File: config.mk
export PLATFORM = sky130hd
export DESIGN_NAME = alu_iter
export DESIGN_NICKNAME = d
export VERILOG_FILES = /design/src/rtl/alu_pkg.sv /design/src/rtl/alu_muldiv_core.sv /design/src/rtl/alu_iter.sv
export SDC_FILE = /design/constraint.sdc
export NUM_CORES = 1
export LEC_CHECK = 0
export ABC_CLOCK_PERIOD_IN_PS = 6250
export CORE_UTILIZATION = 45
export CTS_CLUSTER_DIAMETER = 100
export DETAILED_ROUTE_END_ITERATION = 6
export SYNTH_ARGS = -nofsm -noshare
export SYNTH_HDL_FRONTEND = slang
export SYNTH_SLANG_ARGS = --single-unit
File: constraint.sdc
create_clock -name clk -period 6.25 [get_ports clk]
set_clock_uncertainty 0.2 [all_clocks]
set_input_delay 0.9375 -clock clk [delete_from_list [all_inputs] [get_ports clk]]
set_output_delay 0.9375 -clock clk [all_outputs]
set_load 0.02 [all_outputs]
File: src/rtl/alu_pkg.sv
// rtl/alu_pkg.sv - shared op codes, FSM states and op-class helper for alu_iter
package alu_pkg;

  localparam logic [3:0] OP_AND  = 4'b0000;
  localparam logic [3:0] OP_OR   = 4'b0001;
  localparam logic [3:0] OP_ADD  = 4'b0010;
  localparam logic [3:0] OP_MUL  = 4'b0011;
  localparam logic [3:0] OP_DIVU = 4'b0100;
  localparam logic [3:0] OP_REMU = 4'b0101;
  localparam logic [3:0] OP_SUB  = 4'b0110;
  localparam logic [3:0] OP_SLT  = 4'b0111;
  localparam logic [3:0] OP_SLL  = 4'b1000;
  localparam logic [3:0] OP_SRL  = 4'b1001;
  localparam logic [3:0] OP_SRA  = 4'b1010;
  localparam logic [3:0] OP_SLTU = 4'b1011;
  localparam logic [3:0] OP_NOR  = 4'b1100;

  typedef enum logic [1:0] {
    ST_IDLE = 2'd0,
    ST_BUSY = 2'd1,
    ST_DONE = 2'd2
  } state_e;

  function automatic logic is_multicycle(input logic [3:0] op);
    return (op == OP_MUL) || (op == OP_DIVU) || (op == OP_REMU);
  endfunction

endpackage

File: src/rtl/alu_muldiv_core.sv
// rtl/alu_muldiv_core.sv - iterative shift-add multiplier / restoring divider, one bit per cycle
// lo_o/hi_o expose the next-state words so the caller can capture the last iteration's result.
module alu_muldiv_core #(
  parameter int WIDTH = 32
) (
  input  logic             clk,
  input  logic             rst_n,
  input  logic             start_i,
  input  logic             is_mul_i,
  input  logic [WIDTH-1:0] a_i,
  input  logic [WIDTH-1:0] b_i,
  output logic             done_o,
  output logic [WIDTH-1:0] lo_o,
  output logic [WIDTH-1:0] hi_o
);

  localparam int CW = $clog2(WIDTH) + 1;

  logic             busy_q;
  logic             mul_q;
  logic [CW-1:0]    cnt_q;
  logic [WIDTH-1:0] acc_q, acc_d;
  logic [WIDTH-1:0] lo_q, lo_d;
  logic [WIDTH-1:0] b_q;

  logic [WIDTH:0]   mul_sum;
  logic [WIDTH:0]   rem_sh;
  logic [WIDTH:0]   rem_diff;

  // MUL: {acc,lo} shifts right, multiplier bits consumed from lo[0].
  // DIVU: {acc,lo} shifts left, remainder in acc, quotient bits enter lo[0].
  always_comb begin
    mul_sum  = {1'b0, acc_q} + (lo_q[0] ? {1'b0, b_q} : '0);
    rem_sh   = {acc_q, lo_q[WIDTH-1]};
    rem_diff = rem_sh - {1'b0, b_q};
    acc_d    = acc_q;
    lo_d     = lo_q;
    if (mul_q) begin
      acc_d = mul_sum[WIDTH:1];
      lo_d  = {mul_sum[0], lo_q[WIDTH-1:1]};
    end else if (rem_sh >= {1'b0, b_q}) begin
      acc_d = rem_diff[WIDTH-1:0];
      lo_d  = {lo_q[WIDTH-2:0], 1'b1};
    end else begin
      acc_d = rem_sh[WIDTH-1:0];
      lo_d  = {lo_q[WIDTH-2:0], 1'b0};
    end
  end

  always_ff @(posedge clk) begin
    if (!rst_n) begin
      busy_q <= 1'b0;
      mul_q  <= 1'b0;
      cnt_q  <= '0;
      acc_q  <= '0;
      lo_q   <= '0;
      b_q    <= '0;
    end else if (start_i) begin
      busy_q <= 1'b1;
      mul_q  <= is_mul_i;
      cnt_q  <= CW'(WIDTH);
      acc_q  <= '0;
      lo_q   <= a_i;
      b_q    <= b_i;
    end else if (busy_q) begin
      acc_q <= acc_d;
      lo_q  <= lo_d;
      cnt_q <= cnt_q - 1'b1;
      if (cnt_q == CW'(1)) busy_q <= 1'b0;
    end
  end

  assign done_o = busy_q && (cnt_q == CW'(1));
  assign lo_o   = lo_d;
  assign hi_o   = acc_d;

endmodule

File: src/rtl/alu_iter.sv
// rtl/alu_iter.sv - multi-cycle ALU top: handshake FSM, single-cycle datapath, output registers
module alu_iter
  import alu_pkg::*;
#(
  parameter int WIDTH = 32
) (
  input  logic             clk,
  input  logic             rst_n,
  input  logic             in_valid,
  output logic             in_ready,
  input  logic [3:0]       op,
  input  logic [WIDTH-1:0] a,
  input  logic [WIDTH-1:0] b,
  output logic             out_valid,
  input  logic             out_ready,
  output logic [WIDTH-1:0] result,
  output logic [WIDTH-1:0] result_hi,
  output logic             zero,
  output logic             ovf
);

  localparam int SHW = $clog2(WIDTH);

  state_e           state_q, state_d;
  logic [3:0]       op_q;
  logic [WIDTH-1:0] result_q, result_d;
  logic [WIDTH-1:0] result_hi_q, result_hi_d;
  logic             zero_q, ovf_q, ovf_d, load_d;

  logic             accept;
  logic             core_done;
  logic [WIDTH-1:0] core_lo, core_hi;
  logic [WIDTH-1:0] alu_res, sum, diff;
  logic             alu_ovf;
  logic [SHW-1:0]   sh;

  assign accept = in_valid && in_ready;

  alu_muldiv_core #(.WIDTH(WIDTH)) u_core (
    .clk      (clk),
    .rst_n    (rst_n),
    .start_i  (accept && is_multicycle(op)),
    .is_mul_i (op == OP_MUL),
    .a_i      (a),
    .b_i      (b),
    .done_o   (core_done),
    .lo_o     (core_lo),
    .hi_o     (core_hi)
  );

  always_ff @(posedge clk) begin
    if (!rst_n) state_q <= ST_IDLE;
    else        state_q <= state_d;
  end

  always_comb begin
    state_d = state_q;
    case (state_q)
      ST_IDLE: if (in_valid) state_d = is_multicycle(op) ? ST_BUSY : ST_DONE;
      ST_BUSY: if (core_done) state_d = ST_DONE;
      ST_DONE: if (out_ready) state_d = ST_IDLE;
      default: state_d = ST_IDLE;
    endcase
  end

  always_comb begin
    in_ready  = rst_n && (state_q == ST_IDLE);
    out_valid = (state_q == ST_DONE);
  end

  always_comb begin
    sum     = a + b;
    diff    = a - b;
    sh      = b[SHW-1:0];
    alu_res = '0;
    alu_ovf = 1'b0;
    case (op)
      OP_AND:  alu_res = a & b;
      OP_OR:   alu_res = a | b;
      OP_NOR:  alu_res = ~(a | b);
      OP_ADD: begin
        alu_res = sum;
        alu_ovf = (a[WIDTH-1] == b[WIDTH-1]) && (sum[WIDTH-1] != a[WIDTH-1]);
      end
      OP_SUB: begin
        alu_res = diff;
        alu_ovf = (a[WIDTH-1] != b[WIDTH-1]) && (diff[WIDTH-1] != a[WIDTH-1]);
      end
      OP_SLT:  alu_res = {{(WIDTH-1){1'b0}}, ($signed(a) < $signed(b))};
      OP_SLTU: alu_res = {{(WIDTH-1){1'b0}}, (a < b)};
      OP_SLL:  alu_res = a << sh;
      OP_SRL:  alu_res = a >> sh;
      OP_SRA:  alu_res = $signed(a) >>> sh;
      default: alu_res = '0;
    endcase
  end

  always_comb begin
    load_d      = 1'b0;
    result_d    = result_q;
    result_hi_d = result_hi_q;
    ovf_d       = ovf_q;
    if (accept && !is_multicycle(op)) begin
      load_d      = 1'b1;
      result_d    = alu_res;
      result_hi_d = '0;
      ovf_d       = alu_ovf;
    end else if ((state_q == ST_BUSY) && core_done) begin
      load_d      = 1'b1;
      ovf_d       = 1'b0;
      result_hi_d = '0;
      case (op_q)
        OP_MUL: begin
          result_d    = core_lo;
          result_hi_d = core_hi;
        end
        OP_DIVU: result_d = core_lo;
        default: result_d = core_hi;
      endcase
    end
  end

  always_ff @(posedge clk) begin
    if (!rst_n) begin
      op_q        <= OP_AND;
      result_q    <= '0;
      result_hi_q <= '0;
      zero_q      <= 1'b1;
      ovf_q       <= 1'b0;
    end else begin
      if (accept) op_q <= op;
      if (load_d) begin
        result_q    <= result_d;
        result_hi_q <= result_hi_d;
        zero_q      <= (result_d == '0);
        ovf_q       <= ovf_d;
      end
    end
  end

  assign result    = result_q;
  assign result_hi = result_hi_q;
  assign zero      = zero_q;
  assign ovf       = ovf_q;

endmodule

==> results.cfg <==
[outcome]
status = complete, no violations

[floorplan]
initial_core_util = 0.456
die_x_um = 225
die_h_um = 225
num_rows = 81
ios = 140
dieArea_um2 = 50400
core_area_um2 = 49000

[critical_path]
worstPathRequired_ns = 6.42
cp_max_fo = 9
crit_path_end_kind = flop
cp-start-kind = input port
crit_path_start = a[0]
crit_buf_inv = 5
r2r-start = u_core.b_q[4]
cpPeakStageDelay_ns = 0.68
worstPathArrival_ns = 5.86
cp_top_family = compound AO/OA/AOI/OAI gates
crit_path_top_delay_cell = clkdlybuf4s50_1
path_cells = clkdlybuf4s50_1 > inv_1 > ha_1 > inv_1 > fa_1 > nor2b_1 > o311ai_1 > a2111oi_0 > buf_4 > o21ai_1 > a21boi_1 > nand3_1 > a311oi_1 > a221oi_1 > buf_4 > nand3b_1 > nor4_1 > nand4_1 > o311ai_2
worstSetupPathType = input port to flop

[timing]
fin_hold_ws_ns = 0.253
layout_min_cycle_time_ns = 5.69
worstMarginPinSlew_ns = 1.24
final-hold-violation-count = 0
rsz0062_at_grt = false
fin_crit_sh = 0.911
setup_tns_ns = 0
drv_slew = 0
maxSlewHeadroom = 0.169
max_freq_mhz = 176
setup_viol = 0

[place]
gp_congestion = 1.10
portBuffers = 139
hpwl_mm = 94.0

[drt]
routed-via-count = 26400
ant_nets = 0
drt_wl_total_mm = 118
viasPerCell = 6.84
detailedRoute.firstIterationViolations = 3636
wl_per_cell_um = 30.5
drcViolationCount = 0
firstDrtPassIters = 6

[synth]
async_flop_share = 0
syn_inst = 3097
syn_avg_cell_area_um2 = 7.20
synth_seq_cells = 176
synth_top_flop_cell = dfxtp_1
syn_nets = 3341
ys_seq_area_frac = 0.158
synth_edf_count = 0
synth_area_um2 = 22300
yosys_warnings = 0
synth.distinct_cells = 95

[clocking]
clockBufferDepth = 2
htreeDepth = 4
insertion_delay_ns = 0.46
cts_tree = yes
clk_pin_slew_ns = 0.07
cts_root_buf = clkbuf_16
clock-sinks = 176
cts_setup_buffers = 0
numCtsBuffers = 17
cts_resized = 0
hold_buffers = 0

[min_path]
worstHoldStart = ovf
hold_class = flop to flop

[final_layout]
area_growth_pct = 14.0
mostFrequentLayoutCell = nand2_1
drive_above_1_share = 0.105
final_nets = 3427
mostFrequentLayoutCells = 376 x nand2_1, 319 x nor2_1, 307 x a21oi_1

[global_route]
overflow = 0
grt_use_met3 = 0.0793
busiest_layer = met2
grt_max_degree = 73
grt_pass1_vias = 24900
antenna_found_initial = 6
use_met1 = 0.566
track_usage = 0.458
grt_pass1_wl_mm = 169
met2_usage = 0.712

[power_and_ir_drop]
ir_drop_uv = 227
leakage_nw = 10.2
power.total_mw = 4.92
power_density_nw_per_um2 = 194

[flow_run]
maxCapViolCount = 0
[registers in the layout, indices dropped and copies added, names as in the netlist]
register	count
u_core.mul_q	1
u_core.busy_q	1
op_q	4
zero	1
u_core.lo_q	32
result	32
state_q	2
u_core.acc_q	32
u_core.cnt_q	6
result_hi	32
ovf	1
u_core.b_q	32
[cell usage after synthesis, types with 11 or more instances]
library cell  number  share of area
o211a_1           16         0.0072
xnor2_1           56          0.022
and2_1            50          0.014
o22ai_1           23         0.0065
nand2b_1          25         0.0070
o2111ai_1         14         0.0055
o21bai_1          14         0.0047
nor2b_1           21         0.0059
nor2_1           321          0.054
a211oi_1          41          0.014
o221ai_1          18         0.0071
and3_1            13         0.0036
ha_1             168          0.094
a211o_1           11         0.0043
dfxtp_1          176           0.16
a21o_1            38          0.013
o211ai_1          75          0.025
mux4_2            47          0.047
inv_1            144          0.024
nand3_1           58          0.013
nand4_1           52          0.015
nand2_1          377          0.063
nor4_1            23         0.0065
o21ai_0          161          0.036
xor2_1            38          0.015
a21oi_1          309          0.069
o21a_1            14         0.0047
o31ai_1           26         0.0088
mux2_2            30          0.015
a22oi_1           45          0.015
a31oi_1           38          0.011
nor3_1            52          0.012
a221oi_1          27          0.011
clkbuf_1         181          0.030
buf_1             22         0.0037
buf_2             36         0.0081
mux2i_1          108          0.048
[report_power, final]
group	leakage (nW)	internal, mW	switching (mW)	total (mW)
Clock	0.247	0.505	0.483	0.988
Sequential	1.42	1.15	0.0386	1.19
Combinational	8.49	0.896	1.85	2.75
[routing by layer]
layer / vias to the layer above / wire length [µm]
met5: - / 46
met4: 8 / 10100
met3: 434 / 11800
met2: 1804 / 51400
met1: 12600 / 44600
li1: 11600 / -
[through the flow]
step	setup slack [ns]	utilization	cell area (µm²)	instances
2_1_floorplan	0.993	-	22300	3097
3_3_place_gp	0.317	0.509	24900	3828
3_5_place_dp	0.272	0.509	24900	3828
4_1_cts	0.725	0.519	25400	3860
5_1_grt	0.303	0.519	25400	3860
6_report	0.557	0.519	25400	3863
[worst reg2reg max path: stages (launching register included)]
cell	delay [ns]
dfxtp_1	0.38
inv_1	0.06
ha_1	0.36
nand2_1	0.22
a211oi_1	0.68
o21ai_0	0.25
and2_1	0.25
a21o_1	0.40
nand2_1	0.33
buf_4	0.33
mux2_2	0.42
a221oi_1	0.39
nand4_1	0.17
nor4_1	0.42
nand4_1	0.22
o311ai_2	0.25
[cell families (layout without fill, tap and decap cells)]
group | after synthesis | count (layout) | synth area share
adder cells (fa/ha/maj) | 172 | 172 | 0.0979
AND/OR/NAND/NOR | 1048 | 1048 | 0.215
buffers and inverters | 405 | 504 | 0.0750
flip-flops | 176 | 176 | 0.158
other | 0 | 3 | 0
AO/OA/AOI/OAI | 1011 | 1011 | 0.300
XOR/XNOR | 94 | 94 | 0.0369
multiplexers | 191 | 191 | 0.118
[worst paths after layout]
check	to	slack, ns	depth (start not counted)
setup / recovery	zero	0.56	19
hold / removal	ovf	0.25	2
setup reg to reg	zero	0.82	15
hold reg to reg	ovf	0.25	2
[area by class of cell]
cell class	instances	area [µm²]
fillers	4914	23500
multi-input cells	2516	17200
flip-flops and latches	176	3530
repair buffers	321	2800
well taps	664	831
inverters	151	568
clock buffers	21	440
clock inverters	11	70.1
diodes	3	7.51
Note: power is estimated with default switching activity, not from simulation.
